[src/rtl/la_pkg.sv]
// rtl/la_pkg.sv - shared state, mode and width constants for the capture controller
package la_pkg;

   localparam int STATE_W = 4;

   localparam logic [STATE_W-1:0] ST_IDLE             = 4'd0;
   localparam logic [STATE_W-1:0] ST_MOVE_TO_POSITION = 4'd1;
   localparam logic [STATE_W-1:0] ST_IN_POSITION      = 4'd2;
   localparam logic [STATE_W-1:0] ST_CAPTURING        = 4'd3;
   localparam logic [STATE_W-1:0] ST_CAPTURED         = 4'd4;

   localparam logic [1:0] MODE_SINGLE      = 2'd0;
   localparam logic [1:0] MODE_INCREMENTAL = 2'd1;
   localparam logic [1:0] MODE_IMMEDIATE   = 2'd2;

endpackage

[src/rtl/la_capture_controller_if.sv]
// rtl/la_capture_controller_if.sv - register-file and sample-BRAM bundle of the capture controller
interface la_capture_controller_if #(
   parameter int SAMPLE_DEPTH = 1024,
   parameter int LOC_WIDTH    = 16
);
   localparam int ADDR_WIDTH = (SAMPLE_DEPTH > 1) ? $clog2(SAMPLE_DEPTH) : 1;

   logic                  request_start;
   logic                  request_stop;
   logic [1:0]            trigger_mode;
   logic [LOC_WIDTH-1:0]  trigger_loc;
   logic [3:0]            state;
   logic [ADDR_WIDTH-1:0] read_pointer;
   logic [ADDR_WIDTH-1:0] write_pointer;
   logic [ADDR_WIDTH-1:0] trigger_addr;
   logic                  done;
   logic [ADDR_WIDTH-1:0] bram_addr;
   logic                  bram_we;

   // Register file / BRAM side
   modport master (
      output request_start, request_stop, trigger_mode, trigger_loc,
      input  state, read_pointer, write_pointer, trigger_addr, done, bram_addr, bram_we
   );

   // Capture controller side
   modport slave (
      input  request_start, request_stop, trigger_mode, trigger_loc,
      output state, read_pointer, write_pointer, trigger_addr, done, bram_addr, bram_we
   );

endinterface

[src/rtl/la_edge_detect.sv]
// rtl/la_edge_detect.sv - registered rising-edge detector for register-file request levels
module la_edge_detect (
   input  logic clk,
   input  logic rst_n,
   input  logic level_i,
   output logic rise_o
);
   logic prev_q;

   // Remember last cycle's level so a rise is current-high and previous-low
   always_ff @(posedge clk) begin
      if (!rst_n) prev_q <= 1'b0;
      else        prev_q <= level_i;
   end

   assign rise_o = level_i & ~prev_q;

endmodule

[src/rtl/la_capture_controller.sv]
// rtl/la_capture_controller.sv - capture sequencer driving the sample BRAM write port and pointers
module la_capture_controller
   import la_pkg::*;
#(
   parameter int SAMPLE_DEPTH = 1024,
   parameter int LOC_WIDTH    = 16
) (
   input  logic clk,
   input  logic rst_n,
   input  logic trig,
   la_capture_controller_if.slave bus
);
   localparam int                    ADDR_WIDTH = (SAMPLE_DEPTH > 1) ? $clog2(SAMPLE_DEPTH) : 1;
   localparam logic [ADDR_WIDTH-1:0] LAST       = ADDR_WIDTH'(SAMPLE_DEPTH - 1);

   logic [STATE_W-1:0]    state_q, state_d;
   logic [ADDR_WIDTH-1:0] rp_q, rp_d;
   logic [ADDR_WIDTH-1:0] wp_q, wp_d;
   logic [ADDR_WIDTH-1:0] ta_q, ta_d;
   logic [ADDR_WIDTH-1:0] loc_q, loc_d;
   logic [1:0]            mode_q, mode_d;
   logic                  start_edge, stop_edge, we;

   // Circular-buffer step without a modulo so non-power-of-two depths wrap correctly
   function automatic logic [ADDR_WIDTH-1:0] ptr_inc(input logic [ADDR_WIDTH-1:0] p);
      return (p == LAST) ? '0 : p + ADDR_WIDTH'(1);
   endfunction

   // Pre-trigger count can never exceed the buffer minus the trigger sample itself
   function automatic logic [ADDR_WIDTH-1:0] clamp_loc(input logic [LOC_WIDTH-1:0] loc);
      if (32'(loc) > 32'(SAMPLE_DEPTH - 1)) return LAST;
      return ADDR_WIDTH'(loc);
   endfunction

   la_edge_detect u_start_edge (.clk(clk), .rst_n(rst_n), .level_i(bus.request_start), .rise_o(start_edge));
   la_edge_detect u_stop_edge  (.clk(clk), .rst_n(rst_n), .level_i(bus.request_stop),  .rise_o(stop_edge));

   // Write enable: every armed cycle, except incremental capture which writes only on trig
   always_comb begin
      we = 1'b0;
      case (state_q)
         ST_MOVE_TO_POSITION, ST_IN_POSITION: we = 1'b1;
         ST_CAPTURING: we = (mode_q == MODE_INCREMENTAL) ? trig : 1'b1;
         default:      we = 1'b0;
      endcase
   end

   // Sequencer next state: stop wins, start only from rest, otherwise per-state pointer motion
   always_comb begin
      state_d = state_q;
      rp_d    = rp_q;
      wp_d    = wp_q;
      ta_d    = ta_q;
      loc_d   = loc_q;
      mode_d  = mode_q;
      if (stop_edge) begin
         state_d = ST_IDLE;
      end else if (start_edge && (state_q == ST_IDLE || state_q == ST_CAPTURED)) begin
         if (bus.trigger_mode != 2'd3) begin
            mode_d = bus.trigger_mode;
            loc_d  = clamp_loc(bus.trigger_loc);
            rp_d   = '0;
            wp_d   = '0;
            ta_d   = '0;
            if (bus.trigger_mode == MODE_SINGLE)
               state_d = (clamp_loc(bus.trigger_loc) != '0) ? ST_MOVE_TO_POSITION : ST_IN_POSITION;
            else
               state_d = ST_CAPTURING;
         end
      end else begin
         case (state_q)
            ST_MOVE_TO_POSITION: begin
               wp_d = ptr_inc(wp_q);
               if (wp_q == loc_q - ADDR_WIDTH'(1)) state_d = ST_IN_POSITION;
            end
            ST_IN_POSITION: begin
               wp_d = ptr_inc(wp_q);
               if (trig) begin
                  ta_d = wp_q;
                  // With a full pre-trigger window the trigger sample is also the last one
                  state_d = (ptr_inc(wp_q) == rp_q) ? ST_CAPTURED : ST_CAPTURING;
               end else begin
                  rp_d = ptr_inc(rp_q);
               end
            end
            ST_CAPTURING: begin
               if (we) begin
                  wp_d = ptr_inc(wp_q);
                  if (mode_q == MODE_SINGLE) begin
                     if (ptr_inc(wp_q) == rp_q) state_d = ST_CAPTURED;
                  end else if (wp_q == LAST) begin
                     state_d = ST_CAPTURED;
                  end
               end
            end
            default: ;
         endcase
      end
   end

   // Sequencer registers
   always_ff @(posedge clk) begin
      if (!rst_n) begin
         state_q <= ST_IDLE;
         rp_q    <= '0;
         wp_q    <= '0;
         ta_q    <= '0;
         loc_q   <= '0;
         mode_q  <= '0;
      end else begin
         state_q <= state_d;
         rp_q    <= rp_d;
         wp_q    <= wp_d;
         ta_q    <= ta_d;
         loc_q   <= loc_d;
         mode_q  <= mode_d;
      end
   end

   assign bus.state         = state_q;
   assign bus.read_pointer  = rp_q;
   assign bus.write_pointer = wp_q;
   assign bus.trigger_addr  = ta_q;
   assign bus.done          = (state_q == ST_CAPTURED);
   assign bus.bram_addr     = wp_q;
   assign bus.bram_we       = we;

endmodule
[src/flat_wrapper.sv]
// flat-port wrapper written by rule: the top's interface ports become plain ports
module la_capture_controller_flat import la_pkg::*;
#(
   parameter int SAMPLE_DEPTH = 1024,
   parameter int LOC_WIDTH    = 16
)
  (clk, rst_n, trig, bus_request_start, bus_request_stop, bus_trigger_mode, bus_trigger_loc, bus_state, bus_read_pointer, bus_write_pointer, bus_trigger_addr, bus_done, bus_bram_addr, bus_bram_we);
  la_capture_controller_if #(.SAMPLE_DEPTH(SAMPLE_DEPTH), .LOC_WIDTH(LOC_WIDTH)) bus_i ();
  input  logic clk;
  input  logic rst_n;
  input  logic trig;
  input wire logic [$bits(bus_i.request_start)-1:0] bus_request_start;
  input wire logic [$bits(bus_i.request_stop)-1:0] bus_request_stop;
  input wire logic [$bits(bus_i.trigger_mode)-1:0] bus_trigger_mode;
  input wire logic [$bits(bus_i.trigger_loc)-1:0] bus_trigger_loc;
  output wire logic [$bits(bus_i.state)-1:0] bus_state;
  output wire logic [$bits(bus_i.read_pointer)-1:0] bus_read_pointer;
  output wire logic [$bits(bus_i.write_pointer)-1:0] bus_write_pointer;
  output wire logic [$bits(bus_i.trigger_addr)-1:0] bus_trigger_addr;
  output wire logic [$bits(bus_i.done)-1:0] bus_done;
  output wire logic [$bits(bus_i.bram_addr)-1:0] bus_bram_addr;
  output wire logic [$bits(bus_i.bram_we)-1:0] bus_bram_we;
  assign bus_i.request_start = bus_request_start;
  assign bus_i.request_stop = bus_request_stop;
  assign bus_i.trigger_mode = bus_trigger_mode;
  assign bus_i.trigger_loc = bus_trigger_loc;
  assign bus_state = bus_i.state;
  assign bus_read_pointer = bus_i.read_pointer;
  assign bus_write_pointer = bus_i.write_pointer;
  assign bus_trigger_addr = bus_i.trigger_addr;
  assign bus_done = bus_i.done;
  assign bus_bram_addr = bus_i.bram_addr;
  assign bus_bram_we = bus_i.bram_we;
  la_capture_controller #(.SAMPLE_DEPTH(SAMPLE_DEPTH), .LOC_WIDTH(LOC_WIDTH)) u_core (.clk(clk), .rst_n(rst_n), .trig(trig), .bus(bus_i));
endmodule
[config.mk]
export PLATFORM = sky130hd
export DESIGN_NAME = la_capture_controller_flat
export DESIGN_NICKNAME = d
export VERILOG_FILES = /design/src/rtl/la_pkg.sv /design/src/rtl/la_capture_controller_if.sv /design/src/rtl/la_edge_detect.sv /design/src/rtl/la_capture_controller.sv /design/src/flat_wrapper.sv
export SDC_FILE = /design/constraint.sdc
export NUM_CORES = 1
export LEC_CHECK = 0
export BUFFER_PORTS_ARGS = -buffer_cell sky130_fd_sc_hd__buf_2
export CAP_MARGIN = 20
export CORE_ASPECT_RATIO = 1.75
export CORE_MARGIN = 2
export CORE_UTILIZATION = 35
export CTS_CLUSTER_SIZE = 20
export DETAILED_ROUTE_END_ITERATION = 8
export SETUP_SLACK_MARGIN = 0.5
export SLEW_MARGIN = 10
export SYNTH_ARGS = -nofsm -noshare
export SYNTH_HDL_FRONTEND = slang
export SYNTH_SLANG_ARGS = --single-unit
[constraint.sdc]
create_clock -name clk -period 2.55 [get_ports clk]
set_input_delay 0.3825 -clock clk [delete_from_list [all_inputs] [get_ports clk]]
set_output_delay 0.3825 -clock clk [all_outputs]
set_load 0.1 [all_outputs]
==> impl.org, run 1 <==
** Worst setup path
- Data on the critical path arrives at its endpoint at 2290 ps.
- Capturing point of the worst reg2reg path :: u_core.bus.state[2]
- The largest individual stage delay along the critical path comes from the cell or3_4.
- Startpoint Class :: flip-flop
- On the worst path, the slowest cell contributes a delay of 420 ps.
- Data on the critical path is required at its endpoint by 2770 ps.
- Worst r2r src :: u_core.bus.bram_addr[1]
- Traced cell by cell, the critical path runs through nand4_4 > or3_4 > a32o_2 > nor4_4 > o2111ai_2 > a211o_1 > a21oi_2.
- STA classifies the critical path endpoint as a flip-flop.
- Flop2flop setup slack :: 480 ps
- Critical path class :: flip-flop to flip-flop
- Number of cells on the worst reg-to-reg path :: 7
- In this run the worst path has a maximum fanout of 4.

** Synthesis
- In this run the cell area of the synthesized design comes to 0.00318 mm2.
- Primary flip-flop cell chosen by synthesis mapping :: dfxtp_1
- Proportion of synthesized flip-flops having asynchronous set or reset :: 0%
- EDFF count, synth :: 0
- Synthesis produced a netlist with a net count of 426.
- Share of synthesized area occupied by flip-flops and latches :: 29.6%
- Synthesis inferred 47 register bits.
- During synthesis, Yosys emitted a total of 0 warnings.
- Number of instances in the synthesized netlist :: 400
- Synthesized area per cell :: 7.95 um2
- Yosys mapped the design onto 66 distinct sky130hd cell types.

** Cells and area
- After routing the design area is 0.00413 mm2.
- For this run, the post-layout net count is 498.
- The filler cells instantiated in the layout total 900.
- The number of antenna diodes in the final layout is 0.
- Multi-input gate area :: 0.00216 mm2
- Area occupied by registers :: 1000 um2
- Count of non-filler cells in the finished layout :: 593
- Share of the core filled with cells :: 46.3%
- Ratio of cells with drive above 1 in the final layout :: 37.8%
- Area overhead of the layout relative to synthesis :: 30.0%

** Global route
- Total GRT Usage :: 19.6%
- The number of antenna violations at the first check in global routing is 0.
- Global-route wire length before repair :: 15200 um
- Entering global routing, the biggest net connects 28 pins.
- After global routing the overflow that remains totals 0.
- Vias in the first global route :: 3023

** Floorplanning
- From left edge to right edge, the die measures 76.0 um.
- Effective utilization at floorplan :: 35.6%
- The core region is 0.00892 mm2.
- Ports :: 69
- Row count :: 46
- The floorplan step defined a die boundary enclosing 0.00989 mm2.
- Y dimension of the die :: 130 um

** Route
- Number of DRC markers after the initial detailed-route iteration :: 149
- Post-detailed-route wirelength per cell :: 16.9 um
- In this run the remaining antenna-violating nets after routing total 0.
- After detailed routing, the number of remaining DRC violations is 0.
- Final routed wirelength across all metal layers :: 10000 um
- Detailed-router iteration count before antenna repair :: 4
- Number of vias per cell :: 5.38
- Vias post-DR :: 3193

** Clock tree
- Maximum count of clock buffers along a single path :: 2
- CTS Root Cell :: clkbuf_16
- CTS saw 47 sinks.
- Counting the buffers created by CTS gives 5.
- Source-to-sink clock delay at the later pin of the worst-skew pair :: 290 ps
- TritonCTS clock tree :: done
- CTS HTree Levels :: 2
- After clock tree synthesis, the clock-pin slew on the worst setup and hold paths is 70 ps.
- For this design, the CTS-stage hold fixing added 0 buffers.

** STA
- RSZ-0062 raised after global routing :: yes
- The number of hold-slack violations in the final timing report was 0.
- Clock skew on the completed layout was measured at 4.93 ps.
- Derived from the worst setup path, the maximum achievable clock frequency is 484 MHz.
- For the finished layout, the period the worst path requires is 2070 ps.
- Summed over all failing endpoints, the final setup total negative slack is 0 ps.
- Setup-violating endpoint count in the final report :: 0
- Fin. max-slew vios :: 0
- Hold is met by 309 ps.
- Setup slack closes at 484 ps.
- Tcrit/Tclk final :: 81.0%

** Min path
- In this run the most critical hold path is launched from bus_request_stop.
- Hold Path End :: u_core.u_stop_edge.prev_q
- Counting instances, the worst hold path has a depth of 2.
- Min-delay worst type :: input port to flip-flop

** Placement
- In this run the cell area measured after placement is 0.00363 mm2.
- Prior to clock tree synthesis, the placed netlist has a worst setup slack of 213 ps.
- The congestion estimate from routability-driven global placement came to 0.956.
- Dpl cells :: 558
- DP Wirelength :: 7230 um
- During placement, the flow inserted port buffers numbering 67.

** Outcome
- The run finished with clean final reports.

** Power
- In this run the power density over the cells is 631 mW/mm2.
- Peak supply drop :: 451 uV
- Leakage component of the power :: 1.80 nW
- PnR Total Power :: 2.61 mW

** Run
- Across the run, the number of max-cap violations was 0.
placed cells by master, fill, tap and decap left out, types with 7 or more instances in the layout:
master     n
inv_1      7
dfxtp_4   11
o21ai_0   13
dfxtp_2   14
a21oi_1   18
o211a_1   10
nor3_1    12
xnor2_1   10
nand2b_1  12
nor2_1    32
buf_2     68
xor2_1    15
a21boi_0  11
buf_4     35
nand2_1   33
nand3_1   19
nor2b_1    8
nand4_1    7
dfxtp_1   22
where the power goes:
part	switching (mW)	internal, mW
Clock	0.305	0.427
Combinational	0.646	0.366
Sequential	0.0846	0.779
Total	1.03	1.57
routing by layer:
layer | GRT usage, % | wire length, um | vias up
li1 | - | - | 1553
met4 | 10.3 | 497 | 0
met1 | 21.0 | 3890 | 1514
met3 | 2.07 | 343 | 31
met5 | 0 | 0 | -
met2 | 37.7 | 5270 | 95
timing repair:
action	4_1_cts	5_1_grt
setup buffers	15	12
pin swaps	6	13
endpoints found under the setup margin	3	10
gates resized for setup	10	22
cell type report:
class,count,area share [%]
Inverter,10,0.969
Multi-Input combinational cell,304,52.3
Clock buffer,6,3.64
Clock inverter,2,0.394
Tap cell,120,3.64
Timing Repair Buffer,104,14.9
Sequential cell,47,24.2
synthesized netlist by cell type, types with 4 or more instances:
master     n  area [um2]
nand4_1    7        43.8
nor2_1    32         120
nor3_1    15        75.1
buf_2      5        25.0
nand2b_1  13        81.3
clkbuf_1  17        63.8
inv_1      9        33.8
nand3_1   20         100
a21oi_1   18        90.1
and3_1     7        43.8
xor2_1    15         131
buf_4     15         113
a21boi_1   4        30.0
dfxtp_1   47         941
nand2_1   35         131
and2_1     7        43.8
o211a_1   10         100
xnor2_1   11        96.3
nor2b_1    8        50.1
o21ai_0   15        75.1
a21boi_0  11        82.6
or3_1      5        31.3
flip-flops by register name, indices dropped and copies added (netlist names):
signal,cells
u_core.loc_q,10
u_core.mode_q,2
u_core.u_stop_edge.prev_q,1
u_core.bus.trigger_addr,10
u_core.u_start_edge.prev_q,1
u_core.bus.state,3
u_core.bus.read_pointer,10
u_core.bus.bram_addr,10
kinds of logic after synthesis:
kind of cell | after synthesis | share of synthesized area [%]
buffers and inverters | 49 | 8.23
xor gates and xnor gates | 28 | 8.58
adders and majority gates | 3 | 1.18
muxes | 3 | 0.945
and+or+nand+nor | 175 | 30.5
other | 1 | 0.118
AOI/OAI and AO/OA | 94 | 20.8
DFF | 47 | 29.6
worst max-delay path, delay by kind of cell (launching register included):
family / cells / cell delay [ps]
AOI/OAI and AO/OA: 4 / 880
DFF: 1 / 390
and+or+nand+nor: 3 / 720
worst max-delay path by stage:
stage / start / end / slack, ps / cells past startpoint
2_1_floorplan: u_core.bus.bram_addr[1] / u_core.bus.state[2] / 330 / 8
3_3_place_gp: u_core.bus.bram_addr[0] / u_core.bus.state[2] / 260 / 8
5_1_grt: u_core.bus.bram_addr[1] / u_core.bus.state[2] / 420 / 8
4_1_cts: u_core.bus.bram_addr[0] / u_core.bus.state[2] / 470 / 8
3_5_place_dp: u_core.bus.bram_addr[0] / u_core.bus.state[2] / 210 / 8
6_report: u_core.bus.bram_addr[1] / u_core.bus.state[2] / 480 / 7
Note: power is estimated with default switching activity, not from simulation.
==> run 2: changes to the inputs <==
clock period = 2.1 ns   (was 2.55 ns; I/O delays follow)
==> impl.org, run 2 (synthesized netlist as in run 1, its figures left out) <==
** Clock tree
- Count of clock tree sinks :: 47 (unchanged)
- Total clock buffers created by CTS :: 5 (unchanged)
- TritonCTS clock tree :: done
- Hold Buf Count CTS :: 0 (unchanged)
- Reg clk slew, reported paths :: 70 ps (about the same)
- CTS HTree Levels :: 2 (unchanged)
- The tree is rooted in a clkbuf_16.
- Maximum count of clock buffers along a single path :: 2 (unchanged)
- The clock latency on the worst-skew pair came to 290 ps (about the same).

** Floorplanning
- Die Area :: 0.00989 mm2 (unchanged)
- Y dimension of the die :: 130 um (unchanged)
- The die width came to 76.0 um (unchanged).
- The number of cell rows came to 46 (unchanged).
- Placeable core region :: 0.00892 mm2 (unchanged)
- Effective utilization at floorplan :: 35.6% (unchanged)
- Ports :: 69 (unchanged)

** Global route
- Maximum number of pins on one net before global-route repair :: 23 (-18%)
- The number of antenna violations at the first check in global routing came to 0 (unchanged).
- The met3 track demand over resource in global routing came to 2.42% (+0.35 points).
- Vias in the first global route :: 3351 (+11%)
- Global-route wire length before repair :: 16700 um (+9.7%)
- Met1 global-route usage :: 22.0% (+0.99 points)
- Layer with the highest usage after global routing :: met2
- The met2 track demand over resource in global routing came to 41.0% (+3.4 points).
- Total GRT Usage :: 21.4% (+1.8 points)
- Sum of overflow across all layers after global routing :: 0 (unchanged)

** Cells and area
- The share of final-layout standard cells stronger than drive strength 1 was 52.7% (+15 points).
- Commonest non-fill, non-tap cell in the layout :: buf_4
- Relative to the synthesized area, the layout overhead comes to 54.0%.
- Final antenna diode count :: 0 (unchanged)
- Area occupied by registers :: 997 um2 (-0.25%)
- The layout net count is 535 (+7.4%).
- Final-layout fill cell count :: 788 (-12%)
- The library cells used most frequently in the layout, excluding fill and tap cells, are buf_4 (52), buf_2 (51), nor2_1 (29), buf_6 (26), dfxtp_1 (24).
- The total non-filler cell area in the finished layout was 0.00489 mm2 (+18%).
- Multi-input gate area :: 0.00246 mm2 (+14%)

** Route
- Final routed wirelength across all metal layers :: 11000 um (+10%)
- The detailed-router iteration count before antenna repair came to 4 (unchanged).
- The count of nets left with antenna violations after detail routing is 0 (unchanged).
- Number of DRC markers after the initial detailed-route iteration :: 234 (+57%)
- Number of vias per cell :: 5.52 (+2.5%)
- Residual DRC count :: 0 (unchanged)
- The total via count in the routed design came to 3476 (+8.9%).
- The average wire length per cell after detail routing was 17.5 um (+3.5%).

** Run
- The total of max-cap violations came to 0 (unchanged).

** STA
- The clock period minus final worst setup slack is 2090 ps (+23.2 ps).
- Fin. max-slew vios :: 0 (unchanged)
- RSZ-0062 raised after global routing :: yes
- The final worst slack was 11.2 ps (-473 ps).
- The number of failing setup endpoints in the final timing report was 0 (unchanged).
- The final setup skew was 5.61 ps (+0.684 ps).
- The highest achievable clock rate is 479 MHz (-1.1%).
- The period utilization was 99.5% (+18 points).
- The worst hold slack after final layout came to 230 ps (-79.0 ps).
- Number of hold violations in the final report :: 0 (unchanged)

** Worst setup path
- The worst setup path is launched from a flip-flop.
- The required time at the endpoint of the critical path is 2330 ps (-440 ps).
- The slowest stage of the critical path belongs to the cell or3_4.
- Worst setup EP type :: flip-flop
- Traced cell by cell, the critical path runs through buf_12 > nand4_4 > or3_4 > a32o_1 > nor4_2 > o2111ai_2 > a211o_1 > a21oi_2.
- Crit path max fanout :: 6 (+2)
- Delay of the slowest critical-path stage :: 400 ps (-20 ps)
- Critical path arrival :: 2320 ps (+30 ps)
- By startpoint and endpoint, the worst setup path is classified as flip-flop to flip-flop.

** Placement
- DP Wirelength :: 7410 um (+2.6%)
- PortBufs :: 67 (unchanged)
- Setup WS pre-CTS :: -46.0 ps (-259 ps)
- The cell area reported after detailed placement came to 0.00382 mm2 (+5.3%).
- Gp weighted congestion :: 0.905 (-5.3%)

** Power
- Leakage component of the power :: 2.09 nW (+16%)
- The worst ir drop on vdd was 712 uV (+58%).
- The total power divided by cell area was 739 mW/mm2 (+17%).
- PnR Total Power :: 3.62 mW (+39%)

** Outcome
- The flow ran to the end, and the final reports show no timing, DRC or antenna violations.

** Min path
- The path class of the tightest hold or removal check is input port to flip-flop.
run 2: cell count changes in the layout (fill, tap and decap cells not counted), sizes merged:
cell	delta
clkbuf	+4
clkinvlp	-1
buf	+32
clkinv	+1
nor2	+1
run 2: cell type report:
cell class	count	share of cell area, %
sequential	47	20.4
inverter	10	0.767
clock inverter	2	0.230
multi-input combinational	305	50.4
clock buffer	6	2.63
timing repair buffer	140	22.6
tap	120	3.07
run 2: layer usage:
layer	vias up	routed length (um)
met5	-	0
met2	118	5930
li1	1631	-
met1	1680	4050
met4	0	660
met3	47	361
run 2: timing repair:
item                                    CTS  global route
endpoints found under the setup margin   55            53
setup buffers                            34             8
gates resized for setup                  72            68
pin swaps                                34            24
cloned                                    4             0
run 2: worst paths after layout:
kind | from | endpoint | slack [ps] | cells after the start
setup reg to reg | u_core.bus.bram_addr[0] | u_core.bus.state[2] | 10 | 8
setup / recovery | u_core.bus.bram_addr[0] | u_core.bus.state[2] | 10 | 8
hold reg to reg | u_core.bus.trigger_addr[8] | u_core.bus.trigger_addr[8] | 480 | 2
hold / removal | bus_request_stop | u_core.u_stop_edge.prev_q | 230 | 2
run 2: critical path, delay by kind of cell (launching register included):
family / cells / cell delay (ps)
buffers and inverters: 1 / 120
AOI/OAI and AO/OA: 4 / 860
and+or+nand+nor: 3 / 670
DFF: 1 / 370
run 2: stage by stage:
stage	instances	util, %	setup TNS [ps]
finish	630	54.9	0
global route	630	54.9	-86.6
CTS	622	51.0	0
global placement	576	42.8	0
floorplan	400	-	-332
detailed placement	576	42.8	-46.0
run 2: report_power, final:
part	total, mW	internal [mW]	switching, mW
logic	1.80	0.804	0.995
registers	1.01	0.943	0.0696
clock network	0.807	0.442	0.365
